### src/rtl/addmin16_arb.sv
// Two-requester round-robin 16-bit add/subtract unit sharing one 4-bit slice, LSB nibble first.
// Define ADDMIN16_ARB_OVF_EN to add the signed-overflow output ovf.
module addmin16_arb (
  input  logic        clk,
  input  logic        rst_n,
  input  logic        req_a,
  input  logic        req_b,
  input  logic        op_a,
  input  logic        op_b,
  input  logic [15:0] x_a,
  input  logic [15:0] y_a,
  input  logic [15:0] x_b,
  input  logic [15:0] y_b,
  output logic        ack_a,
  output logic        ack_b,
  output logic        busy,
  output logic        done,
  output logic        done_id,
  output logic [15:0] result,
`ifdef ADDMIN16_ARB_OVF_EN
  output logic        ovf,
`endif
  output logic        carry
);

  typedef enum logic [1:0] {StIdle, StCalc, StDone} state_e;

  state_e      state_q, state_d;
  logic [1:0]  idx_q, idx_d;
  logic        prio_q, prio_d;   // 0: A holds priority, 1: B holds priority
  logic        owner_q, owner_d;
  logic        op_q, op_d;
  logic [15:0] x_q, x_d, y_q, y_d;
  logic        ack_a_q, ack_a_d, ack_b_q, ack_b_d;
  logic        busy_q, busy_d, done_q, done_d, done_id_q, done_id_d;
  logic [15:0] result_q, result_d;
  logic        carry_q, carry_d;
`ifdef ADDMIN16_ARB_OVF_EN
  logic        ovf_q, ovf_d;
`endif

  logic        grant_b;
  logic        cin;
  logic [3:0]  x_nib, y_nib;
  logic [4:0]  slice;

  // The single shared nibble slice; bit 4 is carry-out (add) or borrow-out (subtract).
  always_comb begin
    x_nib = x_q[{idx_q, 2'b00} +: 4];
    y_nib = y_q[{idx_q, 2'b00} +: 4];
    cin   = (idx_q == 2'd0) ? 1'b0 : carry_q;
    if (op_q) begin
      slice = {1'b0, x_nib} + {1'b0, y_nib} + {4'b0000, cin};
    end else begin
      slice = {1'b0, x_nib} - {1'b0, y_nib} - {4'b0000, cin};
    end
  end

  always_comb begin
    state_d   = state_q;
    idx_d     = idx_q;
    prio_d    = prio_q;
    owner_d   = owner_q;
    op_d      = op_q;
    x_d       = x_q;
    y_d       = y_q;
    ack_a_d   = 1'b0;
    ack_b_d   = 1'b0;
    busy_d    = busy_q;
    done_d    = 1'b0;
    done_id_d = done_id_q;
    result_d  = result_q;
    carry_d   = carry_q;
`ifdef ADDMIN16_ARB_OVF_EN
    ovf_d     = ovf_q;
`endif
    grant_b   = req_b & (~req_a | prio_q);

    unique case (state_q)
      StIdle: begin
        if (req_a || req_b) begin
          // Priority only rotates when both requesters contend.
          if (req_a && req_b) prio_d = ~grant_b;
          state_d = StCalc;
          idx_d   = 2'd0;
          owner_d = grant_b;
          op_d    = grant_b ? op_b : op_a;
          x_d     = grant_b ? x_b : x_a;
          y_d     = grant_b ? y_b : y_a;
          ack_a_d = ~grant_b;
          ack_b_d = grant_b;
          busy_d  = 1'b1;
        end
      end
      StCalc: begin
        result_d[{idx_q, 2'b00} +: 4] = slice[3:0];
        carry_d = slice[4];
        idx_d   = idx_q + 2'd1;
        if (idx_q == 2'd3) begin
          state_d   = StDone;
          done_d    = 1'b1;
          done_id_d = owner_q;
`ifdef ADDMIN16_ARB_OVF_EN
          ovf_d = op_q ? ((x_q[15] == y_q[15]) && (slice[3] != x_q[15]))
                       : ((x_q[15] != y_q[15]) && (slice[3] != x_q[15]));
`endif
        end
      end
      StDone: begin
        state_d = StIdle;
        busy_d  = 1'b0;
      end
      default: begin
        state_d = StIdle;
        busy_d  = 1'b0;
      end
    endcase
  end

  always_ff @(posedge clk or negedge rst_n) begin
    if (!rst_n) begin
      state_q   <= StIdle;
      idx_q     <= 2'd0;
      prio_q    <= 1'b0;
      owner_q   <= 1'b0;
      op_q      <= 1'b0;
      x_q       <= 16'h0000;
      y_q       <= 16'h0000;
      ack_a_q   <= 1'b0;
      ack_b_q   <= 1'b0;
      busy_q    <= 1'b0;
      done_q    <= 1'b0;
      done_id_q <= 1'b0;
      result_q  <= 16'h0000;
      carry_q   <= 1'b0;
`ifdef ADDMIN16_ARB_OVF_EN
      ovf_q     <= 1'b0;
`endif
    end else begin
      state_q   <= state_d;
      idx_q     <= idx_d;
      prio_q    <= prio_d;
      owner_q   <= owner_d;
      op_q      <= op_d;
      x_q       <= x_d;
      y_q       <= y_d;
      ack_a_q   <= ack_a_d;
      ack_b_q   <= ack_b_d;
      busy_q    <= busy_d;
      done_q    <= done_d;
      done_id_q <= done_id_d;
      result_q  <= result_d;
      carry_q   <= carry_d;
`ifdef ADDMIN16_ARB_OVF_EN
      ovf_q     <= ovf_d;
`endif
    end
  end

  assign ack_a   = ack_a_q;
  assign ack_b   = ack_b_q;
  assign busy    = busy_q;
  assign done    = done_q;
  assign done_id = done_id_q;
  assign result  = result_q;
  assign carry   = carry_q;
`ifdef ADDMIN16_ARB_OVF_EN
  assign ovf     = ovf_q;
`endif

endmodule
### config.mk
export PLATFORM = sky130hd
export DESIGN_NAME = addmin16_arb
export DESIGN_NICKNAME = d
export VERILOG_FILES = /design/src/rtl/addmin16_arb.sv
export SDC_FILE = /design/constraint.sdc
export NUM_CORES = 1
export LEC_CHECK = 0
export ABC_AREA = 1
export CAP_MARGIN = 20
export CORE_MARGIN = 5
export CORE_UTILIZATION = 47
export CTS_CLUSTER_SIZE = 20
export DETAILED_ROUTE_END_ITERATION = 10
export PLACE_DENSITY = 0.79
export REMOVE_ABC_BUFFERS = 1
export SKIP_CTS_REPAIR_TIMING = 1
export SYNTH_ARGS = -nofsm -noshare
export SYNTH_HDL_FRONTEND = slang
export SYNTH_SLANG_ARGS = --single-unit
### constraint.sdc
create_clock -name clk -period 3.2 [get_ports clk]
set_clock_uncertainty 0.15 [all_clocks]
set_input_delay 0.48 -clock clk [delete_from_list [all_inputs] [get_ports clk]]
set_output_delay 0.48 -clock clk [all_outputs]
set_load 0.02 [all_outputs]
==> impl_metrics.env, run 1 <==
export IMPL_fin_crit_ns=2.856
export IMPL_place_gp_congestion=0.9394
export IMPL_placed_cells_incl_taps=573
export IMPL_internal_reg_to_reg_setup_slack_ns=0.34
export IMPL_cell_chain_critical_path="inv_1 -> ha_1 -> inv_1 -> nand2_1 -> inv_1 -> fa_1 -> inv_1 -> fa_1 -> nand2_1 -> o21ai_0 -> nor2_1 -> nand2_1 -> o21ai_0"
export IMPL_finish_net_count=577
export IMPL_grt_start_max_net_pins=51
export IMPL_power_density_cell_area_mw_per_mm2=1075
export IMPL_cts_htree_levels=3
export IMPL_finalSetupTns_ns=0
export IMPL_route_detailed_wl_per_inst_um=13.85
export IMPL_number_of_fill_cells_in_the_layout=576
export IMPL_clock_tree_from_tritoncts="yes"
export IMPL_drt_first_iter_violations=128
export IMPL_timing_critical_path_depth=13
export IMPL_clock_tree_root_cell="sky130_fd_sc_hd__clkbuf_8"
export IMPL_grt_usage_pct=19.68
export IMPL_ys_warn_count=0
export IMPL_row_count=30
export IMPL_critical_path_max_fanout=7
export IMPL_drt_pass1_iter_count=4
export IMPL_sequential_cell_area_mm2=0.001526
export IMPL_yosysSeqAreaShare_pct=46.67
export IMPL_grt_pass1_vias=2994
export IMPL_cts_made_buffers=9
export IMPL_crit_arrival_ns=2.97
export IMPL_critPathCaptureType="register"
export IMPL_num_vias=3000
export IMPL_layoutNonFillerInstCount=590
export IMPL_clock_path_buffers=2
export IMPL_die_x_um=93.42
export IMPL_port_buffers=91
export IMPL_synthesized_area_per_cell_um2=8.343
export IMPL_detail_routed_via_count_per_cell=5.085
export IMPL_run_status="complete, no violations"
export IMPL_clk_transition_reported_paths_ns=0.07
export IMPL_antenna_diode_count=0
export IMPL_ios=92
export IMPL_layout_drive_gt1_share_pct=8.704
export IMPL_detail_route_drc_violations=0
export IMPL_synth_area_top_cells="sky130_fd_sc_hd__dfrtp_1 47%, sky130_fd_sc_hd__nand2_1 12%, sky130_fd_sc_hd__o21ai_0 7.3%, sky130_fd_sc_hd__ha_1 5.0%, sky130_fd_sc_hd__nor2_1 3.8%"
export IMPL_critical_path_slowest_cell="sky130_fd_sc_hd__fa_1"
export IMPL_clkSinkCount=61
export IMPL_postPlaceCellArea_mm2=0.004255
export IMPL_synth_top_area_share_pct=46.67
export IMPL_hold_path_class="reg -> reg"
export IMPL_critical_path_n_buffers_inverters=4
export IMPL_report_final_slew_viol_count=0
export IMPL_async_flop_share_pct=100.0
export IMPL_place_detailed_hpwl_mm=6.234
export IMPL_number_of_flip_flops_and_latches_in_the_synthesized_netlist=61
export IMPL_endpoint="result[5]"
export IMPL_slew_headroom_pct=74.03
export IMPL_initial_core_utilization_pct=48.14
export IMPL_fin_crit_sh_pct=89.24
export IMPL_crit_path_from="idx_q[1]"
export IMPL_synth_most_common_cell="sky130_fd_sc_hd__nand2_1"
export IMPL_postRouteAntennaNets=0
export IMPL_synth_area_leader_cell="sky130_fd_sc_hd__dfrtp_1"
export IMPL_die_height_um=93.42
export IMPL_maxCapViolCount=0
export IMPL_synthTopCellsByCount="101 x sky130_fd_sc_hd__nand2_1, 61 x sky130_fd_sc_hd__dfrtp_1, 48 x sky130_fd_sc_hd__o21ai_0"
export IMPL_rsz0062_at_grt="false"
export IMPL_worst_setup_path_type="reg -> reg"
export IMPL_timing_critical_path_required_ns=3.31
export IMPL_ys_flop_type="sky130_fd_sc_hd__dfrtp_1"
export IMPL_synthCells=392
export IMPL_ff2ff_path_depth=13
export IMPL_worst_skew_pair_late_latency_ns=0.35
export IMPL_r2r_end="result[5]"
export IMPL_power_leakage_uw=0.002080
export IMPL_multi_input_area_mm2=0.001490
export IMPL_detail_route_wirelength_mm=8.173
export IMPL_worst_margin_pin_slew_ns=0.3890
export IMPL_timing_critical_path_slowest_cell_delay_ns=0.42
export IMPL_syn2layout_area_growth_pct=37.53
export IMPL_post_synth_instance_area_mm2=0.003271
export IMPL_worst_r2r_startpoint="idx_q[1]"
export IMPL_crit_top_cell="sky130_fd_sc_hd__inv_1"
export IMPL_edff_count_synth=0
export IMPL_ys_types=33
export IMPL_fmax_mhz=350.2
export IMPL_grt_antenna_before_repair=0
export IMPL_total_setup_violations_reported_at_the_end_of_the_flow=0
export IMPL_timing_critical_path_max_delay_family="adder cells"
export IMPL_fin_area_mm2=0.004498
export IMPL_first_pass_grt_wire_length_mm=13.58
export IMPL_grt_remaining_overflow=0
export IMPL_timing_hold_violations_final=0
export IMPL_dieArea_mm2=0.008727
export IMPL_cp_start_kind="register"
export IMPL_peakVddDrop_uv=451.8
export IMPL_core_area_mm2=0.006794
export IMPL_finalCoreUtilization_pct=66.21
-- per-layer routing --
| layer | GRT usage, % | vias to the layer above | part of all wire (%) |
|---|---|---|---|
| met1 | 23.38 | 1417 | 42 |
| met2 | 33.77 | 88 | 50 |
| met4 | 8.547 | 0 | 2.3 |
| met3 | 4.747 | 14 | 5.6 |
| met5 | 0 | - | 0 |
| li1 | - | 1481 | - |
-- stage by stage --
step	hold WS [ns]	power (uW)	setup WS [ns]
after floorplan	0.03441	3137	0.1116
after global placement	0.3176	3974	0.4435
after detailed placement	0.3244	4095	0.3486
after CTS	0.2429	4852	0.3453
after global routing	0.3716	5282	0.06609
final	0.3399	4837	0.3442
-- cells in the final DEF (no fill, tap or decap), drive strengths merged --
| cell | instances |
|---|---|
| a21oi | 9 |
| a22o | 2 |
| a31oi | 1 |
| a32o | 1 |
| a32oi | 4 |
| buf | 12 |
| bufinv | 2 |
| clkbuf | 10 |
| clkdlybuf4s50 | 90 |
| clkinv | 3 |
| dfrtp | 61 |
| dlygate4sd3 | 1 |
| fa | 4 |
| ha | 13 |
| inv | 36 |
| mux2 | 1 |
| nand2 | 102 |
| nand3 | 26 |
| nand4 | 2 |
| nor2 | 37 |
| nor3 | 2 |
| o21ai | 64 |
| o21bai | 3 |
| o22ai | 7 |
| xor2 | 1 |
-- flip-flops by register name, indices dropped and copies added (netlist names) --
register  flops
result       16
x_q          16
y_q          16
idx_q         2
state_q       2
ack_a         1
ack_b         1
busy          1
carry         1
done          1
done_id       1
op_q          1
owner_q       1
prio_q        1
-- power by group --
part	total, uW	internal (uW)	leakage, uW	switching [uW]
combinational	2730	1080	0.00119	1650
sequential	1350	1130	0.000773	221
clock	755	451	0.000112	304
-- tightest hold or removal path, cell delays in order, from the launching register on --
cell and delay (ns):
sky130_fd_sc_hd__dfrtp_1 0.35, sky130_fd_sc_hd__nand2_1 0.05, sky130_fd_sc_hd__o21ai_0 0.06
-- cell families (layout without fill, tap and decap cells) --
| logic type | count (synthesis) | after routing | synth area share (%) |
|---|---|---|---|
| and+or+nand+nor | 169 | 169 | 21.77 |
| AOI/OAI and AO/OA | 91 | 91 | 15.76 |
| DFF | 61 | 61 | 46.67 |
| buffers and inverters | 52 | 154 | 7.765 |
| adders and majority gates | 17 | 17 | 7.422 |
| xor gates and xnor gates | 1 | 1 | 0.2678 |
| muxes | 1 | 1 | 0.3443 |
-- area by class of cell --
cell class | instances | share of cell area [%]
inverter | 36 | 3.060
tap | 96 | 2.670
sequential | 61 | 33.94
clock inverter | 5 | 1.669
multi-input combinational | 279 | 33.13
timing repair buffer | 103 | 22.48
clock buffer | 10 | 3.060
-- how the worst min path moves through the flow --
stage | cells after the start | to | from | slack, ns
6_report | 2 | result[13] | result[13] | 0.34
5_1_grt | 2 | result[12] | result[12] | 0.37
4_1_cts | 1 | x_q[7] | rst_n | 0.24
3_5_place_dp | 2 | result[13] | result[13] | 0.32
3_3_place_gp | 2 | prio_q | prio_q | 0.32
2_1_floorplan | 0 | ack_a | rst_n | 0.03
No activity file was read; power rests on OpenSTA's default activity.
==> inputs of run 2 (changes only) <==
- HOLD_SLACK_MARGIN: unset -> 0.06
- SLEW_MARGIN: unset -> 10
==> run 2 against run 1 <==
  * Total power down 0.17%
  * Sequential power barely moved
  * Critical path type unchanged
  * Critical endpoint unchanged
  * Setup slack worse by 0.0063 ns
==> impl_metrics.env, run 2 (synthesis results as in run 1) <==
export IMPL_dp_worst_setup_slack_ns=0.3486
export IMPL_worst_slack_ns=0.3379
export IMPL_core_area_mm2=0.006794
export IMPL_cell_chain_critical_path="inv_1 -> ha_1 -> inv_1 -> nand2_1 -> inv_1 -> fa_1 -> inv_1 -> fa_1 -> nand2_1 -> o21ai_0 -> nor2_1 -> nand2_1 -> o21ai_0"
export IMPL_worst_margin_pin_slew_ns=0.6268
export IMPL_grt_pass1_vias=2994
export IMPL_layout_drive_gt1_share_pct=8.519
export IMPL_worst_setup_path_type="reg -> reg"
export IMPL_detail_route_drc_violations=0
export IMPL_timing_critical_path_required_ns=3.31
export IMPL_detail_route_wirelength_mm=8.138
export IMPL_detail_routed_via_count_per_cell=5.081
export IMPL_place_detailed_hpwl_mm=6.234
export IMPL_crit_top_cell="sky130_fd_sc_hd__inv_1"
export IMPL_maxCapViolCount=0
export IMPL_ios=92
export IMPL_drt_pass1_iter_count=5
export IMPL_clk_transition_reported_paths_ns=0.07
export IMPL_critical_path_max_fanout=7
export IMPL_sequential_cell_area_mm2=0.001526
export IMPL_clock_tree_root_cell="sky130_fd_sc_hd__clkbuf_8"
export IMPL_peakVddDrop_uv=451.5
export IMPL_number_of_fill_cells_in_the_layout=577
export IMPL_multi_input_area_mm2=0.001490
export IMPL_row_count=30
export IMPL_route_detailed_wl_per_inst_um=13.82
export IMPL_timing_critical_path_slowest_cell_delay_ns=0.42
export IMPL_die_height_um=93.42
export IMPL_slew_headroom_pct=58.22
export IMPL_cp_start_kind="register"
export IMPL_total_setup_violations_reported_at_the_end_of_the_flow=0
export IMPL_grt_antenna_before_repair=0
export IMPL_grt_usage_pct=19.68
export IMPL_fin_crit_sh_pct=89.44
export IMPL_syn2layout_area_growth_pct=36.99
export IMPL_finalSetupTns_ns=0
export IMPL_report_final_slew_viol_count=0
export IMPL_place_gp_congestion=0.9394
export IMPL_worst_skew_pair_late_latency_ns=0.34
export IMPL_cts_made_buffers=9
export IMPL_critical_path_slowest_cell="sky130_fd_sc_hd__fa_1"
export IMPL_fin_crit_ns=2.862
export IMPL_layout_cells_most_common_list="101 x sky130_fd_sc_hd__nand2_1, 90 x sky130_fd_sc_hd__clkdlybuf4s50_1, 61 x sky130_fd_sc_hd__dfrtp_1, 48 x sky130_fd_sc_hd__o21ai_0, 33 x sky130_fd_sc_hd__nor2_1"
export IMPL_postRouteAntennaNets=0
export IMPL_die_x_um=93.42
export IMPL_fmax_mhz=349.4
export IMPL_postPlaceCellArea_mm2=0.004255
export IMPL_grt_remaining_overflow=0
export IMPL_dieArea_mm2=0.008727
export IMPL_first_pass_grt_wire_length_mm=13.58
export IMPL_clock_tree_from_tritoncts="yes"
export IMPL_finish_net_count=576
export IMPL_power_density_cell_area_mw_per_mm2=1078
export IMPL_crit_arrival_ns=2.97
export IMPL_final_common_cell="sky130_fd_sc_hd__nand2_1"
export IMPL_totalPowerFinal_uw=4829
export IMPL_finalCoreUtilization_pct=65.95
export IMPL_power_leakage_uw=0.002072
export IMPL_initial_core_utilization_pct=48.14
export IMPL_rsz0062_at_grt="false"
export IMPL_antenna_diode_count=0
export IMPL_run_status="complete, no violations"
export IMPL_grt_start_max_net_pins=51
export IMPL_clkSinkCount=61
export IMPL_drt_first_iter_violations=131
export IMPL_fin_area_mm2=0.004481
export IMPL_cts_htree_levels=3
export IMPL_num_vias=2993
export IMPL_timing_hold_violations_final=0
export IMPL_critPathCaptureType="register"
export IMPL_hold_path_class="reg -> reg"
export IMPL_port_buffers=91
export IMPL_clock_path_buffers=2
==> run 2: cell types whose count changed in the layout (fill, tap and decap cells not counted), sizes merged <==
cell  delta
buf      -1
==> run 2: cell type report <==
class	count	area share [%]
clock buffer	10	3.072
clock inverter	5	1.676
inverter	36	3.072
multi-input combinational	279	33.26
sequential	61	34.07
tap	96	2.681
timing repair buffer	102	22.17
==> run 2: routing by layer <==
metal  wire length (um)  global-route usage, %
met2               4060                  33.77
met1               3356                  23.38
met4                218                  8.547
met3                501                  4.747
met5                  0                      0
==> run 2: worst max-delay path: cells and delay by family, from the launching register on <==
kind                       cells  cell delay [ns]
adders and majority gates      3             1.06
AOI/OAI and AO/OA              2             0.28
DFF                            1             0.38
and+or+nand+nor                4             0.47
buffers and inverters          4             0.45
==> run 2: final timing paths <==
path	from	endpoint	slack [ns]	cells past startpoint
min reg2reg	result[13]	result[13]	0.34	2
max in group asynchronous	rst_n	result[12]	1.77	3
min in group asynchronous	rst_n	y_q[12]	0.55	2
min	result[13]	result[13]	0.34	2
max	idx_q[1]	result[5]	0.34	13
max reg2reg	idx_q[1]	result[5]	0.34	13
==> run 2: stage by stage <==
stage | instances | hold WS, ns
3_5_place_dp | 573 | 0.3244
3_3_place_gp | 573 | 0.3176
6_report | 589 | 0.3374
4_1_cts | 588 | 0.2429
2_1_floorplan | 376 | 0.03441
5_1_grt | 589 | 0.3716
==> run 2: power by group <==
part	switching, uW	total [uW]	internal [uW]
Sequential	222	1350	1130
Clock	299	751	451
Combinational	1650	2730	1080
Total	2170	4830	2660
==> inputs of run 3 (changes only) <==
- CORE_UTILIZATION: 47 -> 45
- PLACE_DENSITY: 0.79 -> 0.76
- TNS_END_PERCENT: unset -> 5
==> run 3 against run 2 <==
  * Setup slack got worse by 0.044 ns
  * Sequential cell count did not move
  * Combinational power is essentially flat
  * Core utilization fell by 3.4 points
  * Sequential share of layout area down 0.057 points
  * Maximum frequency down 1.5%
  * Total power decreased by 0.89%
  * Final area grew 0.25%
  * Count of clock-buffer cells in the layout is 3 higher
  * Register-to-register slack worse by 0.04 ns
  * Die area is 4.0% higher
==> impl_metrics.env, run 3 (synthesis results as in run 1) <==
export IMPL_postRouteAntennaNets=0
export IMPL_cts_made_buffers=9
export IMPL_fin_crit_sh_pct=90.81
export IMPL_detail_routed_via_count_per_cell=4.980
export IMPL_power_density_cell_area_mw_per_mm2=1066
export IMPL_grt_usage_pct=18.98
export IMPL_peakVddDrop_uv=490.9
export IMPL_grt_start_max_net_pins=32
export IMPL_place_detailed_hpwl_mm=6.104
export IMPL_hold_path_class="reg -> reg"
export IMPL_postPlaceCellArea_mm2=0.004259
export IMPL_report_final_slew_viol_count=0
export IMPL_cellInternalPower_uw=2627
export IMPL_row_count=31
export IMPL_switching_power_share_of_the_total_pct=45.11
export IMPL_die_x_um=95.26
export IMPL_crit_arrival_ns=3.01
export IMPL_drt_first_iter_violations=146
export IMPL_detail_route_drc_violations=0
export IMPL_first_pass_grt_wire_length_mm=13.39
export IMPL_fin_crit_ns=2.906
export IMPL_clock_tree_root_cell="sky130_fd_sc_hd__clkbuf_8"
export IMPL_die_height_um=95.26
export IMPL_maxCapViolCount=0
export IMPL_num_vias=2953
export IMPL_p_sw_uw=2159
export IMPL_seq_power_share_pct=28.2
export IMPL_timing_hold_violations_final=0
export IMPL_detail_route_wirelength_mm=7.885
export IMPL_rsz0062_at_grt="false"
export IMPL_run_status="complete, no violations"
export IMPL_clock_path_buffers=2
export IMPL_initial_core_utilization_pct=45.58
export IMPL_clkSinkCount=61
export IMPL_finish_net_count=576
export IMPL_grt_remaining_overflow=0
export IMPL_worst_skew_pair_late_latency_ns=0.33
export IMPL_drt_pass1_iter_count=5
export IMPL_syn2layout_area_growth_pct=37.34
export IMPL_critPathCaptureType="register"
export IMPL_timing_critical_path_required_ns=3.30
export IMPL_power_combinational_fraction_pct=57.1
export IMPL_clock_share_of_power_pct=14.8
export IMPL_layoutNonFillerInstCount=593
export IMPL_timing_critical_path_slowest_cell_delay_ns=0.45
export IMPL_crit_top_cell="sky130_fd_sc_hd__nand2_1"
export IMPL_dieArea_mm2=0.009074
export IMPL_grt_pass1_vias=2966
export IMPL_timing_critical_path_max_delay_family="adder cells"
export IMPL_route_detailed_wl_per_inst_um=13.30
export IMPL_port_buffers=91
export IMPL_critical_path_n_buffers_inverters=2
export IMPL_clock_tree_from_tritoncts="yes"
export IMPL_cell_chain_critical_path="clkinv_4 -> ha_1 -> inv_1 -> nand2_1 -> fa_1 -> fa_1 -> nand2_1 -> o21ai_1 -> xor2_1 -> nor2_1 -> nand2_1 -> o21ai_0"
export IMPL_worst_margin_pin_slew_ns=0.4086
export IMPL_final_common_cell="sky130_fd_sc_hd__nand2_1"
export IMPL_layout_cells_most_common_list="101 x sky130_fd_sc_hd__nand2_1, 90 x sky130_fd_sc_hd__clkdlybuf4s50_1, 60 x sky130_fd_sc_hd__dfrtp_1, 48 x sky130_fd_sc_hd__o21ai_0, 33 x sky130_fd_sc_hd__nor2_1"
export IMPL_critical_path_slowest_cell="sky130_fd_sc_hd__fa_1"
export IMPL_worst_setup_path_type="reg -> reg"
export IMPL_fin_area_mm2=0.004492
export IMPL_placed_cells_incl_taps=576
export IMPL_antenna_diode_count=0
export IMPL_power_leakage_uw=0.002063
export IMPL_critical_path_max_fanout=19
export IMPL_core_area_mm2=0.007176
export IMPL_layout_drive_gt1_share_pct=9.109
export IMPL_clk_transition_reported_paths_ns=0.07
export IMPL_grt_antenna_before_repair=0
export IMPL_slew_headroom_pct=72.72
export IMPL_fmax_mhz=344.1
export IMPL_cp_start_kind="register"
export IMPL_place_gp_congestion=0.8402
export IMPL_cts_htree_levels=3
export IMPL_finalSetupTns_ns=0
export IMPL_total_setup_violations_reported_at_the_end_of_the_flow=0
export IMPL_ios=92
## run 3: tightest hold or removal path: cells and delay by family, from the launching register on
family / cells / cell delay [ns]
simple gates: 2 / 0.11
flops: 1 / 0.35
## run 3: path summary, 6_finish.rpt
| path | from | cells past startpoint | slack [ns] | to |
|---|---|---|---|---|
| max in group asynchronous | rst_n | 3 | 2.05 | op_q |
| worst max-delay path | idx_q[0] | 12 | 0.29 | result[14] |
| worst max register to register | idx_q[0] | 12 | 0.29 | result[14] |
| worst min-delay path | result[11] | 2 | 0.34 | result[11] |
| worst min register to register | result[11] | 2 | 0.34 | result[11] |
| min in group asynchronous | rst_n | 3 | 0.55 | y_q[0] |
## run 3: per-layer routing
| metal | GRT usage [%] | vias to the layer above | wire length, um |
|---|---|---|---|
| met5 | 0 | - | 0 |
| met4 | 8.053 | 0 | 220 |
| met3 | 4.972 | 19 | 501 |
| met2 | 31.60 | 95 | 3934 |
| met1 | 23.23 | 1358 | 3229 |
| li1 | - | 1481 | - |
## run 3: cell type report
type	instances	area [um2]
clock buffers	13	168.9
clock inverters	3	42.54
fillers	608	2684
inverters	36	140.1
multi-input cells	279	1498
flip-flops and latches	61	1528
well taps	99	123.9
repair buffers	102	991.0
## run 3: power by group through the flow
stage	registers (uW)	logic [uW]	clock network, uW
after global routing	1390	3110	766
after floorplan	1470	1670	0
after CTS	1340	2720	715
final	1350	2730	707
after detailed placement	1350	2720	0
after global placement	1350	2620	0
## run 3: per-stage QoR
| step | setup slack (ns) | util (%) | hold WS (ns) | total power, uW |
|---|---|---|---|---|
| 2_1_floorplan | 0.1116 | - | 0.03441 | 3137 |
| 3_3_place_gp | 0.3707 | 59.35 | 0.3191 | 3972 |
| 3_5_place_dp | 0.2415 | 59.35 | 0.3262 | 4072 |
| 4_1_cts | 0.2304 | 62.30 | 0.01808 | 4782 |
| 5_1_grt | 0.01486 | 62.60 | 0.3656 | 5265 |
| 6_report | 0.2941 | 62.60 | 0.3388 | 4786 |
